$ cat src/rtl/branch_predict_resolve_pkg.sv
// Shared pipeline definitions: NPC-type and next-PC select codes
// used by the control unit, PC-select mux and branch resolver.
package branch_predict_resolve_pkg;

  typedef enum logic [1:0] {
    NPC_PLUS4  = 2'b00,
    NPC_BRANCH = 2'b01,
    NPC_JUMP   = 2'b10,
    NPC_RSVD   = 2'b11
  } npc_type_e;

  typedef enum logic [1:0] {
    NXT_PLUS4   = 2'b00,
    NXT_RECOVER = 2'b01,
    NXT_JUMP    = 2'b10,
    NXT_BRANCH  = 2'b11
  } next_type_e;

  // Only a wrong branch guess or a jump redirects fetch.
  function automatic next_type_e resolve_next(
    input logic       valid,
    input logic [1:0] npc,
    input logic       zero,
    input logic       pred
  );
    logic br;
    next_type_e r;
    br = valid && (npc == NPC_BRANCH);
    r  = NXT_PLUS4;
    unique case (1'b1)
      (br && (pred != zero) && zero):  r = NXT_BRANCH;
      (br && (pred != zero) && !zero): r = NXT_RECOVER;
      (valid && (npc == NPC_JUMP)):    r = NXT_JUMP;
      default:                         r = NXT_PLUS4;
    endcase
    return r;
  endfunction

endpackage

$ cat src/rtl/branch_predict_resolve_if.sv
// Predict/resolve bundle between the IF/EX pipeline
// and the branch history table.
interface branch_predict_resolve_if #(
  parameter int PC_W   = 32,
  parameter int STAT_W = 16
);

  logic [PC_W-1:0]   pd_pc;
  logic              pd_taken;
  logic              ex_valid;
  logic [PC_W-1:0]   ex_pc;
  logic [1:0]        ex_npc_type;
  logic              ex_zero;
  logic              ex_pred_taken;
  logic [1:0]        next_type;
  logic              flush;
  logic              stats_clr;
  logic [STAT_W-1:0] br_cnt;
  logic [STAT_W-1:0] mis_cnt;

  modport master (
    output pd_pc, ex_valid, ex_pc,
    output ex_npc_type, ex_zero,
    output ex_pred_taken, stats_clr,
    input  pd_taken, next_type, flush,
    input  br_cnt, mis_cnt
  );

  modport slave (
    input  pd_pc, ex_valid, ex_pc,
    input  ex_npc_type, ex_zero,
    input  ex_pred_taken, stats_clr,
    output pd_taken, next_type, flush,
    output br_cnt, mis_cnt
  );

endinterface

$ cat src/rtl/branch_predict_resolve_sat_counter.sv
// Saturating up/down counter for one branch history entry;
// exposes its next value so the predictor can bypass it.
module sat_counter #(
  parameter int CNT_W = 2
) (
  input  logic             clk,
  input  logic             rst,
  input  logic             inc,
  input  logic             dec,
  input  logic [CNT_W-1:0] init,
  output logic [CNT_W-1:0] cnt,
  output logic [CNT_W-1:0] nxt
);

  logic [CNT_W-1:0] cnt_q;

  always_comb begin
    nxt = cnt_q;
    if (inc && (cnt_q != '1))
      nxt = cnt_q + 1'b1;
    else if (dec && (cnt_q != '0))
      nxt = cnt_q - 1'b1;
  end

  always_ff @(posedge clk) begin
    if (rst) cnt_q <= init;
    else     cnt_q <= nxt;
  end

  assign cnt = cnt_q;

endmodule

$ cat src/rtl/branch_predict_resolve.sv
// Bimodal branch predictor with EX-stage resolution,
// fetch redirect select and prediction statistics.
module branch_predict_resolve
  import branch_predict_resolve_pkg::*;
#(
  parameter int PC_W      = 32,
  parameter int BHT_DEPTH = 16,
  parameter int CNT_W     = 2,
  parameter int STAT_W    = 16
) (
  input logic clk,
  input logic rst,
  branch_predict_resolve_if.slave bus
);

  localparam int IDX_W = $clog2(BHT_DEPTH);
  localparam logic [CNT_W-1:0] INIT =
    CNT_W'((1 << (CNT_W - 1)) - 1);

  logic [IDX_W-1:0]  pd_idx;
  logic [IDX_W-1:0]  ex_idx;
  logic              is_br;
  logic              upd;
  logic              mispredict;
  logic [1:0]        nt;
  logic [CNT_W-1:0]  cnt [BHT_DEPTH];
  logic [CNT_W-1:0]  nxt [BHT_DEPTH];
  logic [STAT_W-1:0] br_q;
  logic [STAT_W-1:0] mis_q;
  logic              unused;

  assign pd_idx = bus.pd_pc[IDX_W+1:2];
  assign ex_idx = bus.ex_pc[IDX_W+1:2];

  assign is_br = bus.ex_valid &&
                 (bus.ex_npc_type == NPC_BRANCH);
  assign upd   = is_br && !rst;
  assign mispredict = upd &&
    (bus.ex_pred_taken != bus.ex_zero);

  for (genvar i = 0; i < BHT_DEPTH; i++) begin : g_bht
    logic hit;
    assign hit = upd && (ex_idx == IDX_W'(i));
    sat_counter #(.CNT_W(CNT_W)) u_cnt (
      .clk  (clk),
      .rst  (rst),
      .inc  (hit && bus.ex_zero),
      .dec  (hit && !bus.ex_zero),
      .init (INIT),
      .cnt  (cnt[i]),
      .nxt  (nxt[i])
    );
  end

  // Same-cycle update of the fetched entry is forwarded.
  assign bus.pd_taken =
    (upd && (pd_idx == ex_idx)) ?
    nxt[ex_idx][CNT_W-1] : cnt[pd_idx][CNT_W-1];

  assign nt = rst ? NXT_PLUS4 :
    resolve_next(bus.ex_valid, bus.ex_npc_type,
                 bus.ex_zero, bus.ex_pred_taken);

  assign bus.next_type = nt;
  assign bus.flush     = (nt != NXT_PLUS4);

  always_ff @(posedge clk) begin
    if (rst || bus.stats_clr) begin
      br_q  <= '0;
      mis_q <= '0;
    end else if (upd) begin
      if (br_q != '1)
        br_q <= br_q + 1'b1;
      if (mispredict && (mis_q != '1))
        mis_q <= mis_q + 1'b1;
    end
  end

  assign bus.br_cnt  = br_q;
  assign bus.mis_cnt = mis_q;

  assign unused = ^{bus.pd_pc[1:0], bus.ex_pc[1:0],
                    bus.pd_pc[PC_W-1:IDX_W+2],
                    bus.ex_pc[PC_W-1:IDX_W+2]};

endmodule

$ cat src/flat_wrapper.sv
// flat-port wrapper written by rule: the top's interface ports become plain ports
module branch_predict_resolve_flat import branch_predict_resolve_pkg::*;
#(
  parameter int PC_W      = 32,
  parameter int BHT_DEPTH = 16,
  parameter int CNT_W     = 2,
  parameter int STAT_W    = 16
)
  (clk, rst, bus_pd_pc, bus_ex_valid, bus_ex_pc, bus_ex_npc_type, bus_ex_zero, bus_ex_pred_taken, bus_stats_clr, bus_pd_taken, bus_next_type, bus_flush, bus_br_cnt, bus_mis_cnt);
  branch_predict_resolve_if #(.PC_W(PC_W), .STAT_W(STAT_W)) bus_i ();
  input logic clk;
  input logic rst;
  input wire logic [$bits(bus_i.pd_pc)-1:0] bus_pd_pc;
  input wire logic [$bits(bus_i.ex_valid)-1:0] bus_ex_valid;
  input wire logic [$bits(bus_i.ex_pc)-1:0] bus_ex_pc;
  input wire logic [$bits(bus_i.ex_npc_type)-1:0] bus_ex_npc_type;
  input wire logic [$bits(bus_i.ex_zero)-1:0] bus_ex_zero;
  input wire logic [$bits(bus_i.ex_pred_taken)-1:0] bus_ex_pred_taken;
  input wire logic [$bits(bus_i.stats_clr)-1:0] bus_stats_clr;
  output wire logic [$bits(bus_i.pd_taken)-1:0] bus_pd_taken;
  output wire logic [$bits(bus_i.next_type)-1:0] bus_next_type;
  output wire logic [$bits(bus_i.flush)-1:0] bus_flush;
  output wire logic [$bits(bus_i.br_cnt)-1:0] bus_br_cnt;
  output wire logic [$bits(bus_i.mis_cnt)-1:0] bus_mis_cnt;
  assign bus_i.pd_pc = bus_pd_pc;
  assign bus_i.ex_valid = bus_ex_valid;
  assign bus_i.ex_pc = bus_ex_pc;
  assign bus_i.ex_npc_type = bus_ex_npc_type;
  assign bus_i.ex_zero = bus_ex_zero;
  assign bus_i.ex_pred_taken = bus_ex_pred_taken;
  assign bus_i.stats_clr = bus_stats_clr;
  assign bus_pd_taken = bus_i.pd_taken;
  assign bus_next_type = bus_i.next_type;
  assign bus_flush = bus_i.flush;
  assign bus_br_cnt = bus_i.br_cnt;
  assign bus_mis_cnt = bus_i.mis_cnt;
  branch_predict_resolve #(.PC_W(PC_W), .BHT_DEPTH(BHT_DEPTH), .CNT_W(CNT_W), .STAT_W(STAT_W)) u_core (.clk(clk), .rst(rst), .bus(bus_i));
endmodule
$ cat config.mk
export PLATFORM = sky130hd
export DESIGN_NAME = branch_predict_resolve_flat
export DESIGN_NICKNAME = d
export VERILOG_FILES = /design/src/rtl/branch_predict_resolve_pkg.sv /design/src/rtl/branch_predict_resolve_if.sv /design/src/rtl/branch_predict_resolve_sat_counter.sv /design/src/rtl/branch_predict_resolve.sv /design/src/flat_wrapper.sv
export SDC_FILE = /design/constraint.sdc
export NUM_CORES = 1
export LEC_CHECK = 0
export ABC_AREA = 1
export ABC_CLOCK_PERIOD_IN_PS = 3800
export CAP_MARGIN = 30
export CORE_MARGIN = 10
export CORE_UTILIZATION = 55
export CTS_BUF_LIST = sky130_fd_sc_hd__clkbuf_2 sky130_fd_sc_hd__clkbuf_4 sky130_fd_sc_hd__clkbuf_8
export DETAILED_ROUTE_END_ITERATION = 10
export PLACE_DENSITY = 0.95
export SLEW_MARGIN = 40
export SYNTH_ARGS = -nofsm -noshare
export SYNTH_HDL_FRONTEND = slang
export SYNTH_SLANG_ARGS = --single-unit
$ cat constraint.sdc
create_clock -name clk -period 3.8 [get_ports clk]
set_input_delay 0.76 -clock clk [delete_from_list [all_inputs] [get_ports clk]]
set_output_delay 0.76 -clock clk [all_outputs]
set_load 0.02 [all_outputs]
==> metrics <==
warnings from Yosys 0; syn_nets roughly 800; crit-path max FO 12; initial core utilization 56.7%; drt wl/cell ~14 um; crit path kind input port to primary output; area leader, netlist dfxtp_1; Core ar. between 7000 and 8000 um2; Max VDD drop 0.000194 V; CTS tree done; DRC violations left 0; Max Slew Vio Count 0; final setup fails 0; Syn Std Cell Area between 4000 and 5000 um2; Post-synth EDFFs 0; Power Dens Cells approximately 280 nW/um2; CP peak stage delay 400 ps; Longest Clk Path Bufs 2; Final Cycle Share 95.3%; CTS buffer count 9; clk slew on worst S/H paths 80 ps; register area share after synthesis 29.1%; Internal Power between 1 and 1.5 mW; outcome finished clean; PnR Total Power between 1.5 and 2 mW; RSZ-0062 raised after global routing false; placer congestion estimate between 0.9 and 1; Seq pwr share 42.7%; Die Ht 110 um; area of the multi-input gates 2720 um2; crit-path cells clkdlybuf4s50_1 -> buf_4 -> clkinv_8 -> nand2_4 -> nor2_8 -> buf_12 -> nand3_1 -> nor2_1 -> inv_1 -> nand2_1 -> nand2_1 -> nand2_1 -> nand2_1 -> o21ai_1 -> nand2_1 -> nor2_1 -> nor2_1 -> clkbuf_2; layout cells sized above 1 13.4%; via count 4919; crit path max-delay cell type clkdlybuf4s50_1; clk sinks 64; number of max-cap violations 0; worst path bufs/invs 6; Ant. Diodes 0; register area 1280 um2; Final Core Density 73.0%; routed vias/inst 5.65; largest net degree at the start of global routing 27; post-place setup slack -229 ps; commonest non-fill, non-tap cells in the layout nand2_1 (129), inv_1 (98), nor2_1 (66); area share of the largest cell type after synthesis 29.1%; IO Port Bufs 51; antenna violations before repair 0; Required @ worst endpoint 3040 ps; sw power 390 uW; design area ~5700 um2; max_slew headroom 69.0%; delay-heaviest family, CP buffers and inverters; GRT Util Overall 20.5%; fmax 276 MHz; clock power share ~48%; vias in the first global route 4755; Worst-Skew Late Latency 360 ps; Total Wirelength 12.5 mm; Synth Register Bits 64; final hold slack approximately 470 ps; Clock Skew approximately 7 ps; global route overflow 0; Clock Root Buffer clkbuf_8; most frequent CP cell nand2_1; Worst setup EP type primary output; commonest non-fill, non-tap cell in the layout nand2_1; HPWL Detailed 9.27 mm; H-tree depth 3; Startpoint Class input port; Synth Instances 672; synth unique cells 38; dpl cells ~850; DRT antenna net count 0; nets 869; Std-Cell Rows 32; Post-synth top flop dfxtp_1; die width between 100 and 150 um; P_leak 2.59 nW; Post-synth ARST share 0%; Detailed Route Iter0 Violations roughly 300; Worst Max-Slew Pin Slew around 460 ps; fillers around 560; CP arrival between 2000 and 3000 ps; ranking of synthesized cells by area dfxtp_1 (29%), nand2_1 (12%), ha_1 (9.7%); io pins around 110; Setup Total Neg Slack 0 ps; Final min period 3620 ps; first-pass GRT wire length 20.3 mm; DR pass1 iterations 6; HP Class flip-flop to flip-flop; syn avg cell area 6.56 um2; Die Footprint 12000 um2; Net Sw Frac roughly 25%; final cell count without fillers 870; P&R area growth vs syn 28.6%; dpl cell area 5320 um2; final hold viol count 0; Logic pwr share 9.7%; final setup margin 177 ps
==> tightest hold or removal path: stages (launching register included) <==
cell     delay [ps]
dfxtp_1         320
inv_1            50
a21oi_1          60
==> power by group through the flow <==
stage                     Clock, mW  Combinational [mW]  Sequential, mW
after floorplan                   0              0.0813           0.689
after global placement            0               0.137           0.689
after detailed placement          0               0.142           0.689
after CTS                     0.757               0.142           0.674
after global routing          0.781               0.167           0.674
final                         0.750               0.153           0.674
==> routing by layer <==
| metal | up-vias | part of all wire, % | global-route usage, % |
|---|---|---|---|
| met5 | - | 0 | 0 |
| met4 | 0 | 2.6 | 7.43 |
| met3 | 44 | 8.7 | 5.85 |
| met2 | 237 | 51 | 38.5 |
| met1 | 2245 | 38 | 21.2 |
| li1 | 2393 | - | - |
==> cells by family (layout without fill, tap and decap cells) <==
logic type                 count (synthesis)  after routing  share of synthesized area (%)
and+or+nand+nor                          339            339                           35.6
buffers and inverters                    116            212                           11.0
AOI/OAI and AO/OA                        114            114                           13.7
DFF                                       64             64                           29.1
adders and majority gates                 34             34                           9.65
xor gates and xnor gates                   5              5                          0.993
==> sequential cells by signal, summed over array words and instances (netlist names) <==
| register | count |
|---|---|
| u_core.g_bht.u_cnt.cnt | 32 |
| u_core.bus.br_cnt | 16 |
| u_core.bus.mis_cnt | 16 |
==> path summary, 6_finish.rpt <==
| check | start | end | slack (ps) | cells after the start |
|---|---|---|---|---|
| max reg2reg | u_core.bus.mis_cnt[0]$_SDFFE_PP0P_ | u_core.bus.mis_cnt[15]$_SDFFE_PP0P_ | 1800 | 11 |
| max | rst | bus_pd_taken | 180 | 18 |
| min | u_core.bus.br_cnt[10]$_SDFFE_PP0P_ | u_core.bus.br_cnt[10]$_SDFFE_PP0P_ | 470 | 2 |
| min reg2reg | u_core.bus.br_cnt[10]$_SDFFE_PP0P_ | u_core.bus.br_cnt[10]$_SDFFE_PP0P_ | 470 | 2 |
==> cell usage after synthesis, types with 2 or more instances <==
master,count
inv_1,99
a21oi_1,58
buf_2,3
o21a_1,4
o21ai_0,42
dfxtp_1,64
nand3b_1,8
nand2_2,2
nor2_2,3
nand3_2,5
buf_6,4
nand3_1,54
nand2_1,136
xor2_1,4
or2_2,2
clkbuf_1,6
nand4_2,2
ha_1,34
a31oi_1,4
nor3b_1,2
nor3_2,2
nor2_1,79
nor3_1,14
nand4_1,25
nor4_1,3
==> what timing repair did <==
action | CTS | global route
endpoints found under the hold margin | 0 | 0
gates resized for setup | 2 | 32
setup endpoints to repair | 1 | 1
pin swaps | 0 | 1
hold buffers | 0 | 0
buffers inserted | 0 | 2
==> area by class of cell <==
| type | instances | area share, % |
|---|---|---|
| clock inverters | 6 | 2.05 |
| inverters | 101 | 6.91 |
| clock buffers | 10 | 2.43 |
| multi-input cells | 492 | 48.0 |
| flip-flops and latches | 64 | 22.6 |
| well taps | 102 | 2.25 |
| repair buffers | 95 | 15.8 |
Power figures use the tool's default switching activity.
